### src/rtl/if_pkg.sv
// if_pkg: shared widths and constants for the instruction-fetch stage.
package if_pkg;
   localparam int XLEN = 32;
   localparam logic [XLEN-1:0] INST_NOP = 32'h0000_0013;
endpackage

### src/rtl/fetch_buf.sv
// fetch_buf: circular buffer of fetch entries with alloc (tail), fill and head pointers.
// With IF_MISALIGN_EN, entries can be allocated pre-filled as flagged NOPs.
module fetch_buf
   import if_pkg::*;
#(
   parameter int DEPTH = 4,
   localparam int AW = $clog2(DEPTH),
   localparam int CW = AW + 1
) (
   input  logic            clk,
   input  logic            rst,
   input  logic            flush,
   input  logic            alloc_en,
   input  logic [XLEN-1:0] alloc_pc,
`ifdef IF_MISALIGN_EN
   input  logic            alloc_mis,
   output logic            head_mis,
`endif
   input  logic            fill_en,
   input  logic [XLEN-1:0] fill_data,
   input  logic            pop,
   output logic [CW-1:0]   occ,
   output logic            head_filled,
   output logic [XLEN-1:0] head_pc,
   output logic [XLEN-1:0] head_inst
);
   logic [AW-1:0]   alloc_ptr, fill_ptr, head_ptr, fill_idx;
   logic [DEPTH-1:0] used, filled;
   logic [XLEN-1:0] pc_q   [DEPTH];
   logic [XLEN-1:0] inst_q [DEPTH];
`ifdef IF_MISALIGN_EN
   logic [DEPTH-1:0] mis_q;
   logic             alloc_filled;
   assign alloc_filled = alloc_mis;
   assign head_mis = filled[head_ptr] && mis_q[head_ptr];
`else
   logic             alloc_filled;
   assign alloc_filled = 1'b0;
`endif

   // Oldest live-but-unfilled entry at or after fill_ptr; pre-filled entries are skipped.
   always_comb begin
      fill_idx = fill_ptr;
      for (int k = DEPTH - 1; k >= 0; k--)
         if (used[fill_ptr + AW'(k)] && !filled[fill_ptr + AW'(k)]) fill_idx = fill_ptr + AW'(k);
   end

   always_ff @(posedge clk) begin
      if (rst || flush) begin
         alloc_ptr <= '0;
         fill_ptr  <= '0;
         head_ptr  <= '0;
         occ       <= '0;
         used      <= '0;
         filled    <= '0;
      end else begin
         if (alloc_en) begin
            used[alloc_ptr]   <= 1'b1;
            filled[alloc_ptr] <= alloc_filled;
            alloc_ptr         <= alloc_ptr + 1'b1;
         end
         if (fill_en) begin
            filled[fill_idx] <= 1'b1;
            fill_ptr         <= fill_idx + 1'b1;
         end
         if (pop) begin
            used[head_ptr]   <= 1'b0;
            filled[head_ptr] <= 1'b0;
            head_ptr         <= head_ptr + 1'b1;
         end
         occ <= occ + CW'(alloc_en) - CW'(pop);
      end
   end

   always_ff @(posedge clk) begin
      if (rst) begin
         for (int i = 0; i < DEPTH; i++) begin
            pc_q[i]   <= '0;
            inst_q[i] <= '0;
         end
`ifdef IF_MISALIGN_EN
         mis_q <= '0;
`endif
      end else begin
         if (alloc_en) pc_q[alloc_ptr] <= alloc_pc;
         if (fill_en) inst_q[fill_idx] <= fill_data;
`ifdef IF_MISALIGN_EN
         if (alloc_en) mis_q[alloc_ptr] <= alloc_mis;
         if (alloc_en && alloc_mis) inst_q[alloc_ptr] <= INST_NOP;
`endif
      end
   end

   assign head_filled = filled[head_ptr];
   assign head_pc     = pc_q[head_ptr];
   assign head_inst   = inst_q[head_ptr];
endmodule

### src/rtl/if_fetch.sv
// if_fetch: PC handshake, imem request/response tracking and in-order delivery to decode.
// Define IF_MISALIGN_EN to turn misaligned PCs into NOP entries flagged on inst_misalign.
module if_fetch
   import if_pkg::*;
#(
   parameter int DEPTH = 4
) (
   input  logic            clk,
   input  logic            rst,
   input  logic [XLEN-1:0] pc,
   input  logic            pc_valid,
   output logic            pc_ready,
   input  logic            flush,
   output logic            imem_req,
   output logic [XLEN-1:0] imem_addr,
   input  logic            imem_gnt,
   input  logic            imem_rvalid,
   input  logic [XLEN-1:0] imem_rdata,
   output logic            inst_valid,
   input  logic            inst_ready,
   output logic [XLEN-1:0] inst,
   output logic [XLEN-1:0] inst_pc
`ifdef IF_MISALIGN_EN
   ,
   output logic            inst_misalign
`endif
);
   localparam int CW = $clog2(DEPTH) + 1;
   localparam logic [CW:0] LIM = (CW + 1)'(DEPTH);

   logic [CW-1:0] occ, drop_cnt, out_cnt;
   logic          credit, accept, mem_accept, fill_en, pop;

   assign credit = ({1'b0, occ} + {1'b0, drop_cnt} < LIM) && !flush && !rst;
`ifdef IF_MISALIGN_EN
   logic mis;
   assign mis      = pc[1:0] != 2'b00;
   assign imem_req = pc_valid && credit && !mis;
   assign pc_ready = mis ? credit : imem_req && imem_gnt;
`else
   assign imem_req = pc_valid && credit;
   assign pc_ready = imem_req && imem_gnt;
`endif
   assign imem_addr  = {pc[XLEN-1:2], 2'b00};
   assign accept     = pc_valid && pc_ready;
   assign mem_accept = imem_req && imem_gnt;
   assign fill_en    = imem_rvalid && drop_cnt == '0 && !flush;
   assign pop        = inst_valid && inst_ready && !flush;

   // out_cnt: granted, unreturned requests that still own a live entry.
   always_ff @(posedge clk) begin
      if (rst) begin
         drop_cnt <= '0;
         out_cnt  <= '0;
      end else if (flush) begin
         drop_cnt <= drop_cnt + out_cnt - CW'(imem_rvalid);
         out_cnt  <= '0;
      end else begin
         drop_cnt <= drop_cnt - CW'(imem_rvalid && drop_cnt != '0);
         out_cnt  <= out_cnt + CW'(mem_accept) - CW'(fill_en);
      end
   end

   fetch_buf #(.DEPTH(DEPTH)) u_buf (
      .clk         (clk),
      .rst         (rst),
      .flush       (flush),
      .alloc_en    (accept),
      .alloc_pc    (pc),
`ifdef IF_MISALIGN_EN
      .alloc_mis   (mis),
      .head_mis    (inst_misalign),
`endif
      .fill_en     (fill_en),
      .fill_data   (imem_rdata),
      .pop         (pop),
      .occ         (occ),
      .head_filled (inst_valid),
      .head_pc     (inst_pc),
      .head_inst   (inst)
   );
endmodule

### config.mk
export PLATFORM = sky130hd
export DESIGN_NAME = if_fetch
export DESIGN_NICKNAME = d
export VERILOG_FILES = /design/src/rtl/if_pkg.sv /design/src/rtl/fetch_buf.sv /design/src/rtl/if_fetch.sv
export SDC_FILE = /design/constraint.sdc
export NUM_CORES = 1
export LEC_CHECK = 0
export ABC_CLOCK_PERIOD_IN_PS = 5670
export CAP_MARGIN = 20
export CORE_MARGIN = 4
export CORE_UTILIZATION = 55
export DETAILED_ROUTE_END_ITERATION = 10
export GPL_ROUTABILITY_DRIVEN = 1
export GPL_TIMING_DRIVEN = 0
export PLACE_DENSITY = 0.77
export SLEW_MARGIN = 5
export SYNTH_ARGS = -nofsm -noshare
export SYNTH_HDL_FRONTEND = slang
export SYNTH_HIERARCHICAL = 1
export SYNTH_SLANG_ARGS = --single-unit
### constraint.sdc
create_clock -name clk -period 5.67 [get_ports clk]
set_input_delay 1.134 -clock clk [delete_from_list [all_inputs] [get_ports clk]]
set_output_delay 1.134 -clock clk [all_outputs]
set_load 0.01 [all_outputs]
==> summary by stage <==
Setup path
The library cell contributing the largest single delay on the critical path is nor4_1. Walking the worst path, the cells encountered are clkdlybuf4s50_1, nor2_1, and3_1, and2_1, inv_1, nor4_1, or2_2. The data arrival at the endpoint of the critical path is roughly 4500 ps. The sum of buffers and inverters on the critical path is 2. The family of cells with the greatest summed delay on the critical path is simple AND/OR/NAND/NOR gates.

The length in cells of the worst reg-to-reg path is 7. The setup slack of the worst register-to-register path is approximately 2000 ps. The worst reg2reg path startpoint is drop_cnt[2]$_SDFF_PP0_. The worst setup path is captured at a register. STA classifies the critical path startpoint as an input pin.

The delay of the slowest cell on the worst path is approximately 900 ps. The worst path required time is 5820 ps. Of all nets on the critical path, the largest fanout is 32. The endpoint identified for the worst register-to-register timing path is u_buf/pc_q[1][14]$_SDFFCE_PN0P_. The path type of the worst setup path is in -> reg.

Global route
Across every metal layer, demand over resource in global routing totals 0.202. The initial antenna violation count is 0. The largest net degree at the start of global routing is 33. The first-pass GRT wire length is between 40 and 50 mm. For this run the aggregate overflow at the end of global routing stands at 0. The via count of the first global-routing pass is just under 8000.

Synth
The cell type contributing the most total cell area after synthesis is edfxtp_1. Counting flops with a built-in enable in the synthesized netlist gives 256. After technology mapping, the gate count stands at 863.

Yosys attributes the largest share of cell area to edfxtp_1, mux4_2, and2_1, dfxtp_1, nor2_1. Counting flops and latches in the post-synthesis netlist gives 281. In this run, distinct cell masters in the synthesized netlist total 51. During synthesis, Yosys emitted a total of 6 warnings. For this run, the leading register cell type out of synthesis is edfxtp_1. The post-synthesis area per instance is 14.7 µm².

The synthesized netlist occupies a cell area of 12700 µm². For this run, the register share of the synthesized area comes to 0.644. The top-area cell type share of the netlist area is 0.605. The post-synthesis async set-or-reset flop share is 0.

Floorplanning
The die outline height is 160 µm. For this configuration, the core starts out at a cell density of 0.560. In this run the count of I/O pins placed on the die edge is between 150 and 200.

The area of the die is 25600 µm². After floorplanning, the core was divided into 55 placement rows. The core region is 22700 µm².

In this run the horizontal extent of the chip is 160 µm.

Final layout
The count of filler cells inserted in the layout is between 1500 and 2000. The area growth from synthesis to layout is 25.5%. Of the cells placed in the final design, the portion with a size suffix greater than 1 is 0.196.

The final instance count without filler cells is 1377. The total inserted antenna cells is 0. Once layout is done, the placed cells without fillers occupy 16000 µm². At the end of the flow, the number of nets in the layout was 1161.

STA
Of the available clock period, the critical path in the final layout requires 0.767. Setup violations remaining at the end of the flow were counted as 0. The number of failing hold endpoints at the final stage is 0. The worst pin sits at a relative slew slack of 0.294. Across all setup checks in the final design, the least slack found is 1320 ps. The clock arrives with ~10 ps of skew. Setup repair after global routing left no endpoint under its margin. The total count of max-transition violations in the final report is 0. For this run, the top clock speed supported by timing is 0.230 GHz. The final critical delay including setup and external delays is 4350 ps.

The actual slew at the worst max-slew pin is 1050 ps.

Placed design
In this run the tool buffered the top-level ports with 167 buffer cells. The cell count after placement is 1321. At the placement stage, the worst setup path has a slack of 766 ps. The placement-stage cell area is 14900 µm². The estimated wirelength of the detail-placed design is 17.1 mm. Routability-driven placement finished with a final weighted congestion of a little under 0.8.

Routing
Summed over all nets, wire length on met2 after detailed routing comes to between 10 and 15 mm. Summing over every cut layer, the via total after detailed routing is 7353. The first detailed-routing pass took 5 iterations.

Dividing the detail-routed wire length by the instance count gives 18.7 µm. After detailed routing, no signal wire sits above met4. The number of remaining DRC errors is 0. The post-route met1 wirelength is 10.5 mm. Wire segments on met3 add up to 1.46 mm in the final route. The final routed wirelength across all metal layers is 25.7 mm. The DRC marker count from the first detailed-route iteration is between 500 and 600.

The post-detailed-route via-to-cell ratio is 5.34. The count of antenna-violating nets left after detailed routing is 0.

Power
The total power divided by cell area is 302 nW/µm². The static leakage is 5.94 nW. VDD sags by at most 245 µV.

The power after layout is 4.81 mW.

Clock tree
At the later pin of the worst-skew pair, clock insertion delay measures 530 ps. The number of buffers inserted during clock tree synthesis is 30. The level count of the clock H-tree is 1. Clock tree synthesis selected as its root buffer the cell clkbuf_16. The number of clock sinks seen by CTS is 281. The number of setup buffers added after CTS is 0. The clock tree from TritonCTS is built. The clock-pin transition on the worst setup and hold timing paths is 60 ps.

Counting along the longest clock path gives a buffer depth of 3. After clock tree synthesis, the repair step resized 0 gates. The count of hold-fix buffers inserted at cts is 0.

Worst hold path
In this run the worst hold path is classified as reg -> reg. The launch point of the worst hold path is u_buf/filled[0]$_SDFF_PP0_. Counting instances, the worst hold path has a depth of 2. For hold timing, the worst endpoint is u_buf/filled[0]$_SDFF_PP0_.

Run status
The flow ran to the end, and the final reports show no timing, DRC or antenna violations.

Run
The reported max-cap violation count is 0.
## flip-flops by register name (all words and copies together), names as in the netlist, named ones only
signal	count
u_buf/pc_q	128
u_buf/fill_ptr	2
u_buf/alloc_ptr	2
u_buf/filled	4
u_buf/occ	3
u_buf/head_ptr	2
drop_cnt	3
u_buf/inst_q	128
out_cnt	3
u_buf/used	4
## cell type report
cell class	instances	area [µm²]	share of cell area
Clock buffer	35	821	0.0514
Multi-Input combinational cell	457	3890	0.244
Inverter	50	188	0.0118
Buffer	76	493	0.0309
Tap cell	285	357	0.0224
Clock inverter	21	223	0.0140
Sequential cell	281	8190	0.513
Timing Repair Buffer	172	1790	0.112
## worst max-delay path by stage
stage,from,endpoint,slack [ps],depth (start not counted)
after CTS,rst,u_buf/pc_q[1][30]$_SDFFCE_PN0P_,1320,7
final,rst,u_buf/pc_q[1][14]$_SDFFCE_PN0P_,1320,7
after detailed placement,rst,u_buf/pc_q[1][16]$_SDFFCE_PN0P_,770,7
after floorplan,flush,u_buf/pc_q[2][0]$_SDFFCE_PN0P_,1790,6
after global placement,rst,u_buf/pc_q[3][14]$_DFFE_PP_,-80,6
after global routing,rst,u_buf/pc_q[0][14]$_SDFFCE_PN0P_,1130,7
## logic make-up after synthesis
logic type                 Yosys count  share of synthesized area
adders and majority gates           22                     0.0234
and+or+nand+nor                    329                      0.138
buffers and inverters              126                     0.0535
AOI/OAI and AO/OA                   30                     0.0177
xor gates and xnor gates             7                    0.00600
other                                1                   0.000295
muxes                               67                      0.117
DFF                                281                      0.644
## layer usage
metal  global-route usage  vias up
li1                     -     3471
met1                0.260     3640
met2                0.365      211
met3               0.0333       31
met4               0.0411        0
met5                    0        -
## cell usage after synthesis (2+ instances only)
library cell / instances
a21oi_1: 8
a31oi_1: 2
and2_1: 134
and3_1: 6
buf_1: 2
buf_12: 3
buf_2: 13
buf_4: 32
buf_6: 3
clkbuf_1: 23
dfxtp_1: 25
edfxtp_1: 256
fa_1: 3
ha_1: 19
inv_1: 50
mux2i_1: 2
mux4_2: 65
nand2_1: 47
nand2b_1: 6
nor2_1: 85
nor2_2: 30
nor2b_1: 5
nor3_1: 4
nor4_1: 2
o211ai_1: 2
o21ai_0: 2
o21bai_1: 4
or2_2: 3
xnor2_1: 5
## per-stage QoR
stage / setup TNS, ps / util / hold slack, ps
after floorplan: 0 / - / 443
after global placement: -4290 / 0.649 / 471
after detailed placement: 0 / 0.657 / 479
after CTS: 0 / 0.703 / 496
after global routing: 0 / 0.703 / 530
final: 0 / 0.703 / 500
## layout by cell type (no fill, tap or decap), types with 3 or more instances in the layout
cell type / instances
a21oi_1: 8
and2_1: 134
and3_1: 6
buf_12: 5
buf_16: 3
buf_2: 13
buf_4: 32
buf_6: 3
bufinv_16: 5
clkbuf_1: 24
clkbuf_16: 31
clkbuf_8: 3
clkdlybuf4s50_1: 167
clkinv_1: 9
clkinv_2: 6
dfxtp_1: 25
edfxtp_1: 256
fa_1: 3
ha_1: 19
inv_1: 50
mux4_2: 65
nand2_1: 47
nand2b_1: 4
nor2_1: 85
nor2_2: 30
nor2b_1: 5
nor3_1: 4
o21bai_4: 3
or2_2: 3
xnor2_1: 5
## worst reg2reg max path, delay by kind of cell, from the launching register on
family	cells	cell delay [ps]
DFF	1	380
buffers and inverters	1	140
adders and majority gates	1	250
and+or+nand+nor	5	2500
## report_power, final
part	leakage, nW	switching (mW)	internal (mW)
clock	0.518	0.757	1.25
combinational	2.57	0.206	0.222
sequential	2.85	0.0270	2.35
total	5.94	0.991	3.82
No activity file was read; power rests on OpenSTA's default activity.
==> patch 1, RTL diff (same flow settings) <==
`DEPTH` is set to 4 in 2 places; all go to 2.
--- a/src/rtl/fetch_buf.sv
+++ b/src/rtl/fetch_buf.sv
@@ -5,3 +5,3 @@
 #(
-   parameter int DEPTH = 4,
+   parameter int DEPTH = 2,
    localparam int AW = $clog2(DEPTH),
--- a/src/rtl/if_fetch.sv
+++ b/src/rtl/if_fetch.sv
@@ -5,3 +5,3 @@
 #(
-   parameter int DEPTH = 4
+   parameter int DEPTH = 2
 ) (
Function: changed (Yosys sat finds a counterexample within 4 cycles, from zero or initial values and one cycle with rst high).
==> patch 1 against the original RTL <==
  * Synthesized cell count fell by 41%
  * Clock power down 39%
  * Sequential power down 49%
  * Routed wire length is 40% lower
  * Cell area down 42%
  * Critical endpoint is now pc_ready
  * Area after synthesis shrank 47%
  * Combinational power shrank 23%
  * Setup slack gained 0.18 ns
  * Sequential cell count is 139 lower
  * Total power is 42% lower
  * Non-clock buffer count down 17
  * Count of clock-buffer cells in the layout is 18 lower
  * Critical path depth fell by 2
==> patch 1: results (changes against the original RTL) <==
commonest cells in the synthesized netlist: edfxtp_1 (128), and2_1 (68), mux2_2 (65), nand2_1 (35), and3_1 (33)
Seq/Total Area, Yosys: 0.6164 (-0.02748)
Hold Startpoint: u_buf/used[0]
TritonCTS buffer count: 17 (-43%)
total track usage: 0.2239 (+0.02182)
H-tree levels: 4 (+3)
r2r endpoint: u_buf/pc_q[0][22]
Vias/cell: 5.211 (-2.4%)
vias in the first global route: 4677 (-40%)
Hold Path End: u_buf/used[0]
post-synth top area share: 0.5745 (-0.03002)
number of synthesized flops with an enable pin: 128 (-50%)
Rel. slew slack: 0.4197 (+0.1258)
drt wl/cell: 17.82 um (-4.6%)
Max Buffers Root-to-Sink: 2 (-1)
P_int: 2197 uW (-43%)
worst setup path start: flush
Leak: 0.003753 uW (-37%)
fillers: 799 (-47%)
Crit Path Max Fanout: 9 (-72%)
DP Worst Slack: 1.474 ns (+0.7082 ns)
Nets: 779 (-33%)
peak supply drop: 0.1958 mV (-20%)
GPL Wtd Cong: 0.7842 (+0.75%)
R2R depth: 6 (-1)
Worst setup endpoint: pc_ready
top cells by area, synth: edfxtp_1 (57%), mux2_2 (11%), and2_1 (6.4%), dfxtp_1 (4.2%), buf_4 (3.6%)
CP arrival: 3.04 ns (-1.46 ns)
Yosys cell types: 41 (-20%)
dpl cell area: 8613 um^2 (-42%)
ys async rst share: 0 (unchanged)
share of cells above drive strength 1: 0.2339 (+0.03792)
status: completed
DRT iter0 DRCs: 238 (-52%)
clk_skew: 0.007452 ns (-0.002521 ns)
Post-DP HPWL: 10.69 mm (-37%)
Reg-to-Reg Start: drop_cnt[0]
==> patch 1: cell types whose count changed after synthesis, sizes merged, moves of 40 or more <==
cell and delta:
nor2 -75, mux4 -65, and2 -66, inv -40
mux2 +65, edfxtp -128
==> patch 1: through the flow <==
| stage | TNS (ns) | total power [uW] | cells |
|---|---|---|---|
| after global routing | 0 | 2858 | 861 |
| after CTS | 0 | 2787 | 860 |
| after floorplan | 0 | 1376 | 512 |
| after global placement | -4.660 | 1552 | 826 |
| final | 0 | 2769 | 861 |
| after detailed placement | 0 | 1568 | 828 |
==> patch 1: area by class of cell <==
cell class	count	share of cell area
Sequential cell	142	0.4450
Timing Repair Buffer	170	0.1860
Multi-Input combinational cell	299	0.2322
Buffer	61	0.04280
Clock buffer	17	0.04590
Clock inverter	15	0.02417
Inverter	10	0.004050
Tap cell	147	0.01985
==> patch 1: kinds of logic (layout without fill, tap and decap cells) <==
family,count (synthesis),after routing,synth area share
compound gates,17,17,0.01777
flops,142,142,0.6164
fa+ha+maj,8,8,0.01590
other cells,1,2,0.0005605
xor+xnor,6,6,0.007856
mux,65,65,0.1094
simple gates,201,201,0.1672
buf+inv,71,273,0.06490
==> patch 1: routing by layer <==
layer,wire length [um],vias up,track usage,part of all wire
li1,-,2157,-,-
met1,5995,2186,0.2570,0.39
met2,8306,121,0.3994,0.54
met3,666,23,0.04689,0.043
met4,377,0,0.1040,0.025
met5,0,-,0,0
==> patch 1: power groups by stage <==
stage	clock network [uW]	registers (uW)	logic, uW
after global placement	0	1230	317
after detailed placement	0	1240	331
after CTS	1240	1220	334
final	1220	1210	331
after global routing	1280	1220	356
after floorplan	0	1230	146
==> patch 1: critical path: stages <==
cell             delay (ns)
clkdlybuf4s50_1        0.54
buf_6                  0.21
nor4_4                 0.40
and3_2                 0.23
clkdlybuf4s50_1        0.53
==> patch 2, RTL diff (same settings) <==
Made on the original files. The option `IF_MISALIGN_EN` is turned on by a define.
--- a/src/rtl/fetch_buf.sv
+++ b/src/rtl/fetch_buf.sv
@@ -2,2 +2,4 @@
 // With IF_MISALIGN_EN, entries can be allocated pre-filled as flagged NOPs.
+`define IF_MISALIGN_EN
+
 module fetch_buf
Function (old outputs only; new: inst_misalign): changed (Yosys sat finds a counterexample within 4 cycles, from zero or initial values and one cycle with rst high).
==> patch 2 against the original RTL <==
  * Total power fell by 3.1%
  * Final cell count rose by 26%
  * Clock power fell by 4%
  * Cell area rose by 3.0%
  * Area after synthesis rose by 5.0%
  * Setup slack got worse by 0.045 ns
  * Sequential cell count rose by 4
  * Routed wire length rose by 37%
  * Core utilization fell by 0.89 points
  * Fmax fell by 1.0%
  * Hold slack got worse by 0.042 ns
  * Highest routed layer unchanged
==> patch 2: results (changes against the original RTL) <==
xor and xnor area share after synthesis: 0.005716 (-0.0002857)
met3 wire length: 3.125 mm (+110%)
r2r endpoint: u_buf/pc_q[1][31]
DRT iter0 DRCs: 1173 (+130%)
Met1 Wirelength: 14.13 mm (+35%)
Max Buffers Root-to-Sink: 3 (unchanged)
initial antenna violation count: 1 (+1)
Multi-In Gates: 741 (+62%)
share of cells above drive strength 1: 0.1445 (-0.05149)
GPL Wtd Cong: 0.8797 (+13%)
# diodes: 1 (+1)
drt pass-1 iters: 6 (+1)
commonest cells in the synthesized netlist: dfxtp_1 (157), a21oi_1 (134), and2_1 (132), edfxtp_1 (128), o21ai_0 (125)
Crit Path Max Fanout: 10 (-69%)
clk_skew: 0.01072 ns (+0.0007430 ns)
grt met3 use: 0.04969 (+0.01640)
P_int: 3586 uW (-6.2%)
share of power burned in the clock network: 0.412 (-0.006)
peak supply drop: 0.2480 mV (+1.1%)
Nets: 1481 (+28%)
drt wl/cell: 20.36 um (+9.0%)
Post-DP HPWL: 24.48 mm (+43%)
met2 wire len: 17.07 mm (+27%)
top cells by area, synth: edfxtp_1 (29%), dfxtp_1 (24%), mux4_2 (11%), and2_1 (6.2%), a21oi_1 (5.0%)
Inverters: 20 (-60%)
Seq power: 2230 uW (-6%)
Synth Area in Compound Gates: 0.1264 (+0.1087)
Signal buf overhead: 0.1484 (+0.005089)
CP arrival: 3.26 ns (-1.24 ns)
Hold Startpoint: u_buf/mis_q[0]
post-synthesis adder-cell area fraction: 0.02230 (-0.001115)
clock buf count: 52 (+49%)
global-route track usage on met1: 0.3526 (+0.09226)
Yosys cell types: 57 (+12%)
Synth Flop Type: dfxtp_1
Rel. slew slack: 0.3263 (+0.03240)
vias: 10446 (+42%)
fraction of area in multi-input gates: 0.3370 (+0.09314)
register area: 6987 um^2 (-15%)
Leak: 0.005663 uW (-4.7%)
R2R Setup Slk: 2.08 ns (+0.08 ns)
total track usage: 0.2616 (+0.05945)
mux contribution to synthesized area: 0.1128 (-0.003869)
status: completed
CP startpoint kind: flip-flop
ClkCell Share: 0.06017 (-0.005234)
Signal buffers: 310 (+25%)
fillers: 1756 (+16%)
R2R depth: 8 (+1)
port bufs: 168 (+0.60%)
Seq cells: 285 (+1.4%)
Hold Path End: u_buf/mis_q[0]
vias in the first global route: 10630 (+36%)
## patch 2: cell types whose count changed after synthesis, moves of 29 or more
cell	change
dfxtp_1	+132
edfxtp_1	-128
a21oi_1	+126
o21ai_0	+123
nand3_1	+70
nor2_1	-67
nand4_1	+60
clkbuf_1	+37
inv_1	-31
nor2_2	-30
nand2_1	-29
## patch 2: per-stage QoR
step | hold slack [ns] | cell area [um^2] | std cells | worst slack (ns) | power, uW
finish | 0.4577 | 16430 | 1732 | 1.275 | 4667
global route | 0.4797 | 16430 | 1732 | 1.117 | 4828
CTS | 0.4537 | 16420 | 1731 | 1.248 | 4691
detailed placement | 0.4456 | 15440 | 1675 | 0.9348 | 2777
global placement | 0.4413 | 15440 | 1675 | 0.9703 | 2763
floorplan | 0.4331 | 13360 | 1188 | 2.331 | 2529
## patch 2: critical path: stages, from the launching register on
cell and delay [ns]:
dfxtp_1 0.31, clkbuf_1 0.71, buf_2 0.46, buf_2 0.36
mux4_2 0.37, clkdlybuf4s50_1 0.50
